## src/rtl/adder_pkg.sv

```systemverilog
// Shared constants, sizing helper and stage-record layout for the pipelined adder.
package adder_pkg;

  localparam int DEFAULT_WIDTH  = 8;
  localparam int DEFAULT_STAGES = 4;

  // Bits handled by each pipeline stage.
  function automatic int chunk_w(input int width, input int stages);
    return width / stages;
  endfunction

  // Stage-register record at the default size. The top level declares the
  // same record sized to its own WIDTH parameter.
  typedef struct packed {
    logic                     valid;
    logic                     carry;
    logic [DEFAULT_WIDTH-1:0] sum_lo;
    logic [DEFAULT_WIDTH-1:0] a_hi;
    logic [DEFAULT_WIDTH-1:0] b_hi;
  } stage_rec_t;

endpackage

```

## src/rtl/adder_bit.sv

```systemverilog
// One-bit full adder cell.
module adder_bit (
  input  logic i_a,
  input  logic i_b,
  input  logic i_cin,
  output logic o_s,
  output logic o_cout
);

  assign o_s    = i_a ^ i_b ^ i_cin;
  assign o_cout = (i_a & i_b) | (i_cin & (i_a ^ i_b));

endmodule

```

## src/rtl/adder_chunk.sv

```systemverilog
// Combinational CHUNK-bit ripple adder built from adder_bit cells. Also exposes
// the carry into its top bit so the final stage can derive signed overflow.
module adder_chunk
  import adder_pkg::*;
#(
  parameter int CHUNK = chunk_w(DEFAULT_WIDTH, DEFAULT_STAGES)
) (
  input  logic [CHUNK-1:0] i_a,
  input  logic [CHUNK-1:0] i_b,
  input  logic             i_cin,
  output logic [CHUNK-1:0] o_s,
  output logic             o_cout,
  output logic             o_c_msb_in
);

  logic [CHUNK:0] w_c;

  assign w_c[0] = i_cin;

  for (genvar i = 0; i < CHUNK; i++) begin : g_bit
    adder_bit u_bit (
      .i_a    (i_a[i]),
      .i_b    (i_b[i]),
      .i_cin  (w_c[i]),
      .o_s    (o_s[i]),
      .o_cout (w_c[i+1])
    );
  end

  assign o_cout     = w_c[CHUNK];
  assign o_c_msb_in = w_c[CHUNK-1];

endmodule

```

## src/rtl/pipelined_adder.sv

```systemverilog
// Pipelined ripple-carry adder: one CHUNK-bit slice per stage, carry registered
// between stages, globally stalled when the output is held.
//
// Handshake: a beat moves on the input side when i_in_valid && o_in_ready and
// on the output side when o_out_valid && i_out_ready. The whole pipe advances
// together whenever the output register is empty or being drained, so
// o_in_ready is that advance condition and bubbles are never squeezed out.
module pipelined_adder
  import adder_pkg::*;
#(
  parameter int WIDTH  = DEFAULT_WIDTH,
  parameter int STAGES = DEFAULT_STAGES
) (
  input  logic             i_clk,
  input  logic             i_reset,
  input  logic             i_in_valid,
  output logic             o_in_ready,
  input  logic [WIDTH-1:0] i_a,
  input  logic [WIDTH-1:0] i_b,
  input  logic             i_carry_in,
  output logic             o_out_valid,
  input  logic             i_out_ready,
  output logic [WIDTH-1:0] o_sum,
  output logic             o_carry_out,
  output logic             o_overflow
);

  localparam int CHUNK = chunk_w(WIDTH, STAGES);

  // Same layout as adder_pkg::stage_rec_t, sized to this instance.
  typedef struct packed {
    logic             valid;
    logic             carry;
    logic [WIDTH-1:0] sum_lo;
    logic [WIDTH-1:0] a_hi;
    logic [WIDTH-1:0] b_hi;
  } stage_t;

  logic w_advance;
  logic w_overflow;
  logic r_overflow;

  assign w_advance  = !g_stage[STAGES-1].r_q.valid || i_out_ready;
  assign o_in_ready = w_advance;

  for (genvar k = 0; k < STAGES; k++) begin : g_stage
    stage_t           w_src;
    stage_t           w_nxt;
    stage_t           r_q;
    logic [CHUNK-1:0] w_s;
    logic             w_cout;
    logic             w_c_msb_in;
    logic             w_unused_sum;

    if (k == 0) begin : g_head
      assign w_src = '{valid: i_in_valid, carry: i_carry_in, sum_lo: '0,
                       a_hi: i_a, b_hi: i_b};
    end else begin : g_body
      assign w_src = g_stage[k-1].r_q;
    end

    // This stage's chunk position of the incoming sum is overwritten below.
    assign w_unused_sum = ^w_src.sum_lo[k*CHUNK +: CHUNK];

    adder_chunk #(.CHUNK(CHUNK)) u_chunk (
      .i_a        (w_src.a_hi[k*CHUNK +: CHUNK]),
      .i_b        (w_src.b_hi[k*CHUNK +: CHUNK]),
      .i_cin      (w_src.carry),
      .o_s        (w_s),
      .o_cout     (w_cout),
      .o_c_msb_in (w_c_msb_in)
    );

    // Insert this stage's chunk sum and carry into the passing record.
    always_comb begin
      w_nxt                            = w_src;
      w_nxt.sum_lo[k*CHUNK +: CHUNK]   = w_s;
      w_nxt.carry                      = w_cout;
    end

    // Stage register: cleared by reset, frozen on a global stall.
    always_ff @(posedge i_clk) begin
      if (i_reset) begin
        r_q <= '0;
      end else if (w_advance) begin
        r_q <= w_nxt;
      end
    end

    if (k == STAGES - 1) begin : g_tail
      logic w_unused_ops;
      // Operand bits are fully consumed once the last chunk is added.
      assign w_unused_ops = ^{r_q.a_hi, r_q.b_hi};
    end
  end

  // Signed overflow: carry into the MSB differs from carry out of the MSB.
  assign w_overflow = g_stage[STAGES-1].w_c_msb_in ^ g_stage[STAGES-1].w_cout;

  // Overflow flag travels alongside the last stage register.
  always_ff @(posedge i_clk) begin
    if (i_reset) begin
      r_overflow <= 1'b0;
    end else if (w_advance) begin
      r_overflow <= w_overflow;
    end
  end

  assign o_out_valid = g_stage[STAGES-1].r_q.valid;
  assign o_sum       = g_stage[STAGES-1].r_q.sum_lo;
  assign o_carry_out = g_stage[STAGES-1].r_q.carry;
  assign o_overflow  = r_overflow;

endmodule

```

## config.mk

```make
export PLATFORM = sky130hd
export DESIGN_NAME = pipelined_adder
export DESIGN_NICKNAME = d
export VERILOG_FILES = /design/src/rtl/adder_pkg.sv /design/src/rtl/adder_bit.sv /design/src/rtl/adder_chunk.sv /design/src/rtl/pipelined_adder.sv
export SDC_FILE = /design/constraint.sdc
export NUM_CORES = 1
export LEC_CHECK = 0
export BUFFER_PORTS_ARGS = -buffer_cell sky130_fd_sc_hd__clkbuf_2
export CAP_MARGIN = 20
export CORE_MARGIN = 2
export CORE_UTILIZATION = 55
export DETAILED_ROUTE_END_ITERATION = 8
export PLACE_DENSITY_LB_ADDON = 0.15
export SLEW_MARGIN = 25
export SYNTH_ARGS = -nofsm -noshare
export SYNTH_HDL_FRONTEND = slang
export SYNTH_SLANG_ARGS = --single-unit
```

## constraint.sdc

```tcl
create_clock -name i_clk -period 2 [get_ports i_clk]
set_input_delay 0.2 -clock i_clk [delete_from_list [all_inputs] [get_ports i_clk]]
set_output_delay 0.2 -clock i_clk [all_outputs]
set_load 0.03 [all_outputs]
```

---- Yosys cells after proc, flatten, opt, wreduce, memory -nomap -nowiden ----
Index checks and enable logic that the tools add are counted.
cells by class
  bitwise gates (word level) .............. 41
  reductions and logical operators ........ 2
operators by type and width
  operator           number
  bitwise XOR 1 bit  17
  AND 1 bit          16
  OR 1 bit           8
  zero test 1 bit    1
  logical OR 1 bit   1
storage, ports and cells
  bits in registers ....................... 77
  input bits .............................. 21
  output and inout bits ................... 12
  logic and storage cells ................. 62

---- Logic depth before layout (Yosys ltp) ----
  word-level depth ........................ 6
  mapped depth ............................ 7
  mapped depth without buffers ............ 5

---- Modules after synthesis ----
A second synthesis with hierarchy kept.
unflattened totals
  cells, all modules ...................... 238
  area, all modules ....................... 2413.6 µm²
modules (own cells, without submodules)
  module           times used  cells an instance  area each (µm²)  sequential area each (µm²)
  pipelined_adder  1           230                2253.4           1061.0
  adder_bit        8           1                  20.0             0.0

---- Least setup slack after synthesis ----
OpenSTA, ideal clock, no wires.
  path kind ............................... register to register
  from .................................... register g_stage[2].r_q[14] in the netlist's numbering
  to ...................................... register r_overflow, in the netlist o_overflow
  library setup time ...................... 86 ps
  data arrival time ....................... 1548 ps
  data required time ...................... 1914 ps
  path slack .............................. 367 ps
  cell stages (with the launch flop) ...... 6
  buffers on the path ..................... 0
  clock period less this slack ............ 1633 ps
  path through ............................ dfxtp_1 inv_1 fa_1 fa_1 xnor2_1 a211oi_1
between the ends
  word-level cells in the longest chain between the ends .. 6
  elaborated cells between the ends (all ways) .. 7
  those cells by class .................... bitwise (7)
ends and longest elaborated chain
  what                    line                    source
  start, declared         pipelined_adder.sv:49   stage_t r_q;
  start signal, assigned  pipelined_adder.sv:86   r_q <= w_nxt;
  bitwise XOR 1 bit       adder_bit.sv:11         assign o_cout = (i_a & i_b) | (i_cin & (i_a ^ i_b));
  AND 1 bit               adder_bit.sv:11
  OR 1 bit (*)            adder_bit.sv:11
  AND 1 bit               adder_bit.sv:11
  OR 1 bit                adder_bit.sv:11
  bitwise XOR 1 bit (*)   pipelined_adder.sv:98   assign w_overflow = g_stage[STAGES-1].w_c_msb_in ^ g_stage[STAGES-1].w_cout;
  end signal, assigned    pipelined_adder.sv:105  r_overflow <= w_overflow;
  end, declared           pipelined_adder.sv:41   logic r_overflow;
Every way passes the cells marked *; elsewhere a longest branch is shown, timed or not.
A chain may end at the register's enable or synchronous reset.

---- Worst setup path in the final report ----
Same ends and word-level chain as after synthesis.

==> metrics.csv <==
metric,value,unit
status,completed,
crit_path_cell_trace,inv_1 > fa_1 > fa_1 > xnor2_1 > a211oi_1,
syn_inst,247,
num_rows,22,
critPathMostFrequentCell,sky130_fd_sc_hd__fa_1,
fraction_of_the_cycle_the_final_worst_path_needs,87.2,%
firstDrtPassIters,4,
combinational_share_of_power,8.1,%
cp-startpoint,g_stage[2].r_q[14],
cts-root-to-sink-buffers,2,
placeableCoreArea,0.00366,mm²
antennaDiodeCount,0,
final_util,64.4,%
critical_path.max_stage_delay,0.47,ns
final_min_period,1.74,ns
drt-vias-per-instance,4.93,
cts.repair_timing.setup_buffer_count,0,
numCtsBuffers,5,
finish.net_count,302,
worst_r2r_startpoint,g_stage[2].r_q[14],
wl_per_cell,11.2,µm
total_leakage_power,0.979,nW
grt_overflow,0,
detailroute.wirelength.met3,181,µm
synth_sequential_area_ratio,50.4,%
drtAntennaViolNets,0,
pin_count,33,
place.port_buffers,32,
report.final.slew_viol_count,0,
fp.dieH,65.8,µm
highest-signal-layer,met4,
grt_max_degree,47,
layout.filler_cells,335,
drt-met1-wl,1650,µm
insertion_delay,0.30,ns
endpoint,o_overflow,
max-cap-violations,0,
critPathCaptureType,register,
ctsResizeCount,0,
worst-endpoint-arrival,1.96,ns
post-dp-hpwl,2450,µm
power_density,867,mW/mm²
fp.dieW,65.8,µm
drt-total-wl,3610,µm
met2_wl,1750,µm
dr.first_iter.drc_count,55,
timing.critical_path.required,2.22,ns
yosys_warnings,0,
cts.clk_slew.worst_paths,0.09,ns
cts_root_buf,sky130_fd_sc_hd__clkbuf_8,
postSynthNetCount,276,
layout.cells.most_common,sky130_fd_sc_hd__nand2_1,
worst-slew-pin-transition,0.577,ns
worst-r2r-cell-count,5,
critical_path_class,register to register,
timing.critical_path.fanout_max,2,
tritoncts_num_sinks,53,
hold_violations,0,
area.sequential,0.00106,mm²
grt_pass1_vias,1440,
finalHoldWorstSlack,0.109,ns
maxSlewHeadroom,61.5,%
dieArea,0.00433,mm²
number_of_antenna_violations_at_the_first_check_in_global_routing,0,
cts_hold_buf,0,
share_seq_of_total_power,55.8,%
share_of_cells_above_drive_strength_1,18.2,%
grt_use_total,19.2,%
totalNegativeSetupSlack,0,ns
cts_tree,yes,
final_replace_weighted_congestion,0.726,
worst_clock_skew_on_the_final_layout,0.00704,ns
worstReg2RegEnd,o_overflow,
hold_path_class,input pin to register,
rsz0062_at_grt,no,
grt_pass1_wl,6220,µm
multi_input_area,840,µm²
post-route-drc-count,0,
reg2reg_slack,0.26,ns
timing.critical_path.from_type,register,
post_synth_num_cell_types,17,
leading_cell_types_in_the_layout_fill_and_taps_excluded,"sky130_fd_sc_hd__nand2_1, sky130_fd_sc_hd__dfxtp_1, sky130_fd_sc_hd__a21oi_1, sky130_fd_sc_hd__clkbuf_2, sky130_fd_sc_hd__inv_1",
netSwitchingFraction,22.2,%
max_freq,573,MHz
netlist_area,0.00210,mm²
ys_seq_elements,53,
net-switching-power,0.000454,W
internal-power,0.00159,W
area.growth.synth_to_final,12.0,%
final_report_setup_violation_count,0,
proportion_of_power_drawn_by_the_clock_network,36.1,%
vias,1586,
irDropWorstVdd,591,µV
ctsHtreeMaxLevel,2,
floorplan.initialDensity,57.5,%
post_synth.cell_area_avg,8.52,µm²
critical-path-slowest-cell,sky130_fd_sc_hd__fa_1,
-- critical path: cells and delay by family, from the launching register on --
kind | cells | cell delay [ns]
fa+ha+maj | 2 | 0.89
compound gates | 1 | 0.24
flops | 1 | 0.33
xor+xnor | 1 | 0.15
buf+inv | 1 | 0.06
-- cells in the mapped netlist, drive strengths merged --
master,count,area share (%)
a211oi,13,5.6
a21oi,39,9.3
buf,13,4.8
clkbuf,5,0.95
dfxtp,53,50
fa,8,7.6
inv,21,3.9
nand2,78,14
nor2,15,2.7
nor2b,1,0.42
xnor2,1,0.42
-- worst min path at each step --
stage / startpoint / to / slack, ns / cells after the start
floorplan: i_a[2] / g_stage[0].r_q[10] / 0.34 / 2
global placement: i_a[3] / g_stage[0].r_q[11] / 0.43 / 3
detailed placement: i_a[3] / g_stage[0].r_q[11] / 0.43 / 3
CTS: i_b[7] / g_stage[0].r_q[7] / 0.10 / 3
global route: i_a[6] / g_stage[0].r_q[14] / 0.11 / 3
finish: i_b[7] / g_stage[0].r_q[7] / 0.11 / 3
-- layout make-up --
type / count / share of cell area (%)
sequential: 53 / 45.0
multi-input combinational: 155 / 35.6
timing repair buffer: 37 / 8.39
clock buffer: 7 / 3.66
inverter: 21 / 3.45
tap: 48 / 2.55
clock inverter: 1 / 1.27
-- flip-flops by register name, indices dropped and copies added, names as in the netlist --
signal	count
g_stage.r_q	42
o_overflow	1
o_carry_out	1
o_out_valid	1
o_sum	8
-- per-stage QoR --
step / std cells / power (W) / cell area (µm²) / setup slack, ns
finish: 322 / 0.00204 / 2360 / 0.256
global route: 322 / 0.00214 / 2360 / 0.203
global placement: 314 / 0.00133 / 2240 / 0.335
detailed placement: 314 / 0.00133 / 2240 / 0.311
floorplan: 247 / 0.00128 / 2100 / 0.367
CTS: 322 / 0.00207 / 2360 / 0.243
-- power by group through the flow --
stage | clock network (W) | registers, W | logic [W]
after floorplan | 0 | 0.00117 | 0.000106
after global placement | 0 | 0.00116 | 0.000163
after detailed placement | 0 | 0.00117 | 0.000168
after CTS | 0.000759 | 0.00114 | 0.000169
after global routing | 0.000805 | 0.00115 | 0.000189
final | 0.000738 | 0.00114 | 0.000165
-- per-layer routing --
metal,vias up,track usage [%]
met5,-,0
met4,0,7.81
met3,2,6.64
met2,25,31.1
met1,734,23.3
li1,825,-
-- kinds of logic (layout without fill, tap and decap cells) --
kind of cell             after synthesis  in the layout  share of synthesized area (%)
AND/OR/NAND/NOR                       94             94                           17.0
flip-flops                            53             53                           50.4
AO/OA/AOI/OAI                         52             52                           14.9
buffers and inverters                 39             66                           9.64
adder cells (fa/ha/maj)                8              8                           7.61
XOR/XNOR                               1              1                          0.416
Power figures use the tool's default switching activity.
